File: src/rtl/lt24_pixel_bus_writer.sv
// Pixel-write responder that turns accepted pixels into LT24 (ILI9341)
// 8080-style bus writes. It skips the column/page window commands when a
// pixel continues the panel's auto-increment position.
module lt24_pixel_bus_writer #(
  parameter int WIDTH   = 240,
  parameter int HEIGHT  = 320,
  parameter int WR_LOW  = 2,
  parameter int WR_HIGH = 2
) (
  input  logic        clock,
  input  logic        globalRst_n,
  input  logic [7:0]  xAddr,
  input  logic [8:0]  yAddr,
  input  logic [15:0] pixelData,
  input  logic        pixelWrite,
  output logic        pixelReady,
  input  logic        resync,
  output logic        LT24Wr_n,
  output logic        LT24Rd_n,
  output logic        LT24CS_n,
  output logic        LT24RS,
  output logic [15:0] LT24Data
);

  typedef enum logic [2:0] {
    IDLE, CMD_COL, DAT_COL, CMD_PAGE, DAT_PAGE, CMD_MEM, PIX
  } state_t;

  localparam logic [7:0]  X_LAST      = 8'(WIDTH - 1);
  localparam logic [8:0]  Y_LAST      = 9'(HEIGHT - 1);
  localparam logic [15:0] COL_END_HI  = 16'(((WIDTH - 1) >> 8) & 255);
  localparam logic [15:0] COL_END_LO  = 16'((WIDTH - 1) & 255);
  localparam logic [15:0] PAGE_END_HI = 16'(((HEIGHT - 1) >> 8) & 255);
  localparam logic [15:0] PAGE_END_LO = 16'((HEIGHT - 1) & 255);
  localparam logic [7:0]  WORD_LAST   = 8'(WR_LOW + WR_HIGH - 1);
  localparam logic [7:0]  LOW_CNT     = 8'(WR_LOW);

  state_t      state_q, state_d;
  logic [7:0]  cnt_q, cnt_d, cnt_n;
  logic [1:0]  idx_q, idx_d;
  logic [7:0]  x_q, x_d, col_q, col_d, nx_q, nx_d;
  logic [8:0]  y_q, y_d, page_q, page_d, ny_q, ny_d;
  logic [15:0] pix_q, pix_d, data_q, data_d;
  logic        cvalid_q, cvalid_d, pend_q, pend_d, ready_q, ready_d;
  logic        wr_n_q, wr_n_d, cs_n_q, cs_n_d, rs_q, rs_d;
  logic        in_range, seq;

  function automatic logic [15:0] col_param(input logic [1:0] i, input logic [7:0] x);
    case (i)
      2'd0:    col_param = 16'h0000;
      2'd1:    col_param = {8'h00, x};
      2'd2:    col_param = COL_END_HI;
      default: col_param = COL_END_LO;
    endcase
  endfunction

  function automatic logic [15:0] page_param(input logic [1:0] i, input logic [8:0] y);
    case (i)
      2'd0:    page_param = {15'h0000, y[8]};
      2'd1:    page_param = {8'h00, y[7:0]};
      2'd2:    page_param = PAGE_END_HI;
      default: page_param = PAGE_END_LO;
    endcase
  endfunction

  assign in_range = ({24'd0, xAddr} < 32'(WIDTH)) && ({23'd0, yAddr} < 32'(HEIGHT));
  assign seq      = cvalid_q && (xAddr == nx_q) && (yAddr == ny_q) && !resync && !pend_q;
  assign cnt_n    = cnt_q + 8'd1;

  assign pixelReady = ready_q;
  assign LT24Wr_n   = wr_n_q;
  assign LT24Rd_n   = 1'b1;
  assign LT24CS_n   = cs_n_q;
  assign LT24RS     = rs_q;
  assign LT24Data   = data_q;

  // Next-state, bus word sequencing and cursor tracking.
  always_comb begin
    state_d  = state_q;
    cnt_d    = cnt_q;
    idx_d    = idx_q;
    x_d      = x_q;
    y_d      = y_q;
    pix_d    = pix_q;
    col_d    = col_q;
    page_d   = page_q;
    nx_d     = nx_q;
    ny_d     = ny_q;
    cvalid_d = cvalid_q;
    pend_d   = pend_q | resync;
    ready_d  = ready_q;
    wr_n_d   = wr_n_q;
    cs_n_d   = cs_n_q;
    rs_d     = rs_q;
    data_d   = data_q;

    if (state_q == IDLE) begin
      ready_d = 1'b1;
      wr_n_d  = 1'b1;
      cs_n_d  = 1'b1;
      // Out-of-range pixels are consumed without touching bus, cursor or pending resync.
      if (pixelWrite && ready_q && in_range) begin
        x_d     = xAddr;
        y_d     = yAddr;
        pix_d   = pixelData;
        pend_d  = 1'b0;
        ready_d = 1'b0;
        cs_n_d  = 1'b0;
        wr_n_d  = 1'b0;
        cnt_d   = '0;
        idx_d   = '0;
        if (seq) begin
          state_d = PIX;
          rs_d    = 1'b1;
          data_d  = pixelData;
        end else begin
          state_d = CMD_COL;
          rs_d    = 1'b0;
          data_d  = 16'h002A;
          col_d   = xAddr;
          page_d  = yAddr;
        end
      end
    end else if (cnt_q != WORD_LAST) begin
      cnt_d  = cnt_n;
      wr_n_d = !(cnt_n < LOW_CNT);
    end else begin
      cnt_d  = '0;
      wr_n_d = 1'b0;
      case (state_q)
        CMD_COL: begin
          state_d = DAT_COL;
          idx_d   = '0;
          rs_d    = 1'b1;
          data_d  = col_param(2'd0, x_q);
        end
        DAT_COL: begin
          if (idx_q == 2'd3) begin
            state_d = CMD_PAGE;
            rs_d    = 1'b0;
            data_d  = 16'h002B;
          end else begin
            idx_d  = idx_q + 2'd1;
            data_d = col_param(idx_q + 2'd1, x_q);
          end
        end
        CMD_PAGE: begin
          state_d = DAT_PAGE;
          idx_d   = '0;
          rs_d    = 1'b1;
          data_d  = page_param(2'd0, y_q);
        end
        DAT_PAGE: begin
          if (idx_q == 2'd3) begin
            state_d = CMD_MEM;
            rs_d    = 1'b0;
            data_d  = 16'h002C;
          end else begin
            idx_d  = idx_q + 2'd1;
            data_d = page_param(idx_q + 2'd1, y_q);
          end
        end
        CMD_MEM: begin
          state_d = PIX;
          rs_d    = 1'b1;
          data_d  = pix_q;
        end
        PIX: begin
          state_d  = IDLE;
          ready_d  = 1'b1;
          cs_n_d   = 1'b1;
          wr_n_d   = 1'b1;
          cvalid_d = 1'b1;
          if (x_q == X_LAST) begin
            nx_d = col_q;
            ny_d = (y_q == Y_LAST) ? page_q : y_q + 9'd1;
          end else begin
            nx_d = x_q + 8'd1;
            ny_d = y_q;
          end
        end
        default: state_d = IDLE;
      endcase
    end
  end

  // State and registered bus outputs; reset aborts any transfer in progress.
  always_ff @(posedge clock or negedge globalRst_n) begin
    if (!globalRst_n) begin
      state_q  <= IDLE;
      cnt_q    <= '0;
      idx_q    <= '0;
      x_q      <= '0;
      y_q      <= '0;
      pix_q    <= '0;
      col_q    <= '0;
      page_q   <= '0;
      nx_q     <= '0;
      ny_q     <= '0;
      cvalid_q <= 1'b0;
      pend_q   <= 1'b0;
      ready_q  <= 1'b0;
      wr_n_q   <= 1'b1;
      cs_n_q   <= 1'b1;
      rs_q     <= 1'b1;
      data_q   <= '0;
    end else begin
      state_q  <= state_d;
      cnt_q    <= cnt_d;
      idx_q    <= idx_d;
      x_q      <= x_d;
      y_q      <= y_d;
      pix_q    <= pix_d;
      col_q    <= col_d;
      page_q   <= page_d;
      nx_q     <= nx_d;
      ny_q     <= ny_d;
      cvalid_q <= cvalid_d;
      pend_q   <= pend_d;
      ready_q  <= ready_d;
      wr_n_q   <= wr_n_d;
      cs_n_q   <= cs_n_d;
      rs_q     <= rs_d;
      data_q   <= data_d;
    end
  end

endmodule

File: config.mk
export PLATFORM = sky130hd
export DESIGN_NAME = lt24_pixel_bus_writer
export DESIGN_NICKNAME = d
export VERILOG_FILES = /design/src/rtl/lt24_pixel_bus_writer.sv
export SDC_FILE = /design/constraint.sdc
export NUM_CORES = 1
export LEC_CHECK = 0
export CORE_MARGIN = 3
export CORE_UTILIZATION = 30
export DETAILED_ROUTE_END_ITERATION = 10
export GPL_ROUTABILITY_DRIVEN = 0
export PLACE_DENSITY = 0.56
export SETUP_SLACK_MARGIN = 0.15
export SYNTH_ARGS = -nofsm -noshare
export SYNTH_HDL_FRONTEND = slang
export SYNTH_SLANG_ARGS = --single-unit
File: constraint.sdc
create_clock -name clock -period 2.1 [get_ports clock]
set_clock_uncertainty 0.05 [all_clocks]
set_input_delay 0.42 -clock clock [delete_from_list [all_inputs] [get_ports clock]]
set_output_delay 0.42 -clock clock [all_outputs]
set_load 0.01 [all_outputs]
==> results by group <==
Critical path
  – Worst reg2reg path depth: 8
  – Arrival @ worst endpoint: 2.33 ns
  – RR Endpoint: idx_q[0]
  – Worst R2R Start: cnt_q[0]
  – CP required: 2.30 ns
  – R2R setup slack: -0.02 ns
  – Worst Setup Start Kind: flop
  – Crit-path max FO: 6
  – CP Capture Type: flop
  – CP Class: reg -> reg

Yosys
  – Register area share after synthesis: 0.4782
  – Most used DFF post-synth: dfrtp_1
  – Syn avg cell area: 10.24 um^2
  – Netlist cell types: 58
  – Post-synth top area share: 0.4635
  – #FFs+latches synth: 102
  – Number of synthesized flops with an enable pin: 0
  – Post-Synthesis Cells: 522
  – Synth area leaders: dfrtp_1 46%, mux2_2 10%, o21ai_0 4.4%, a21oi_1 2.9%, nand2_1 2.7%
  – Post-Syn Area: 0.005345 mm^2
  – Fraction of registers with async set/reset: 1.000
  – Syn_nets: 569
  – Area leader, netlist: dfrtp_1
  – Ys Warns: 0

STA
  – Setup ws final: -0.02317 ns
  – Fin. Hold Viols: 0
  – Hold_ws: 0.4355 ns
  – Crit share post-route: 1.011
  – Final Critical Period: 2.123 ns
  – Max frequency: 0.4710 GHz
  – Final setup viols: 1
  – RSZ-0062 raised after global routing: true
  – Final Max Tran Viols: 0

Finish
  – Fin cells: 878
  – Fill count: 1,638
  – Layout Area Growth over Synthesis: 39.61%
  – Layout cells sized above 1: 0.3231
  – Antenna Cells: 0
  – Most frequent cells in the layout: 99 x dfrtp_1, 72 x buf_4, 48 x mux2_2
  – Fin nets: 695
  – Commonest non-fill, non-tap cell in the layout: dfrtp_1
  – Final Instance Area: 0.007462 mm^2

Routing
  – Post-route ant nets: 0
  – Residual DRC: 0
  – DR WL/cell: 17.40 um
  – DR iter-0 viols: 219
  – Pre-antenna DRT Iters: 5
  – Post-DR vias/cell: 5.206
  – Routed WL: 15,270 um
  – Via Count: 4,571

Pwr
  – Tot Pwr: 4037 uW
  – Leak Pwr: 0.003381 uW
  – Max VDD drop: 0.4807 mV
  – Pwr Density: 541.1 mW/mm^2

Floorplanning
  – Core ar.: 0.01736 mm^2
  – Die height: 139.5 um
  – # IOs: 58
  – Core Rows: 48
  – Die Width: 139.5 um
  – Die area: 0.01945 mm^2
  – Initial Util: 0.3080

Hold path
  – Worst hold path class: reg -> reg
  – Hold Path Sink: pend_q
  – Critical hold path startpoint: pend_q
  – Hold depth: 1

Clock network
  – Total CTS buffers: 9
  – CTS Buffer Depth: 2
  – CTS clk-pin slew, worst paths: 0.07 ns
  – Clk_lat worst skew: 0.35 ns
  – Num Clock Sinks: 102
  – H-Tree Depth: 3
  – TritonCTS clock tree: yes
  – Clk root buf: clkbuf_16

Placed design
  – Dpl ws: -0.5563 ns
  – Hpwl dp: 10,900 um
  – I/O Buffers: 56
  – Placed cells: 844
  – DP Area: 0.006658 mm^2

Global routing
  – Vias in the first global route: 4,584
  – GR Util All Layers: 0.1556
  – Antenna violations before repair: 0
  – Largest net degree at the start of global routing: 37
  – First-pass GRT wire length: 24,450 um
  – Overflow after GRT: 0

Job
  – Maxcap violations: 0

Run status
  – Outcome: complete, but fails checks
  – Failing checks: setup timing
==> logic make-up after synthesis <==
logic type | synth area share
and+or+nand+nor | 0.1414
AOI/OAI and AO/OA | 0.1774
DFF | 0.4782
muxes | 0.1049
buffers and inverters | 0.03464
xor gates and xnor gates | 0.03933
adders and majority gates | 0.02341
other | 0.0007016
==> where the power goes <==
part	total (uW)	switching, uW	internal [uW]
Clock	1890	763	1120
Sequential	1960	0.0000000000000220	1960
Combinational	187	92.4	94.7
==> cells in the mapped netlist, types with 10 or more instances <==
library cell   n
dfrtp_1       99
xnor2_1       15
clkbuf_1      18
ha_1          10
a21oi_1       31
nand2_1       39
o21ai_0       47
inv_1         11
and3_1        16
mux2_2        48
a221o_1       13
nand3_1       11
nor2_1        32
==> timing repair <==
item | 4_1_cts | 5_1_grt
gates resized for setup | 50 | 36
hold buffers | 1 | 0
buffers inserted | 10 | 2
pin swaps | 7 | 19
gates cloned | 2 | 3
hold endpoints to repair | 20 | 0
setup endpoints to repair | 67 | 84
==> cell type report <==
class,count,area [um^2],share of cell area
clock inverter,5,88.84,0.01190
tap,225,281.5,0.03773
multi-input combinational,377,2867,0.3841
inverter,12,45.04,0.006036
clock buffer,11,252.7,0.03387
sequential,102,2556,0.3426
timing repair buffer,146,1371,0.1838
==> worst max-delay path by stage <==
stage	start	endpoint
floorplan	cnt_q[0]	LT24Data[10]
global placement	yAddr[6]	LT24Data[12]
detailed placement	yAddr[6]	LT24Data[9]
CTS	cnt_q[0]	ny_q[8]
global route	cnt_q[1]	idx_q[0]
finish	cnt_q[0]	idx_q[0]
==> critical path, stage by stage, from the launching register on <==
cell	delay, ns
dfrtp_1	0.36
ha_2	0.19
nor4b_4	0.24
nand2_2	0.11
o21a_1	0.24
buf_6	0.14
or3_4	0.32
a2bb2oi_1	0.13
o31ai_1	0.23
==> state kept, by name, summed over array words and instances, names as in the netlist, 8 cells and up <==
name / count
pix_q: 16
LT24Data: 16
ny_q: 9
y_q: 9
cnt_q: 8
page_q: 9
col_q: 8
nx_q: 8
x_q: 8
==> per-layer routing <==
layer | GRT usage | routed length (um) | vias to the layer above
met2 | 0.2557 | 7561 | 128
li1 | - | - | 2151
met1 | 0.2055 | 6702 | 2261
met4 | 0.05046 | 315 | 0
met3 | 0.03299 | 694 | 31
met5 | 0 | 0 | -
==> through the flow <==
step                      utilization  TNS [ns]
after floorplan                     -   -0.8837
after global placement         0.3836    -19.97
after detailed placement       0.3836    -23.08
after CTS                      0.4188         0
after global routing           0.4299    -1.756
final                          0.4299  -0.02317
Note: power is estimated with default switching activity, not from simulation.
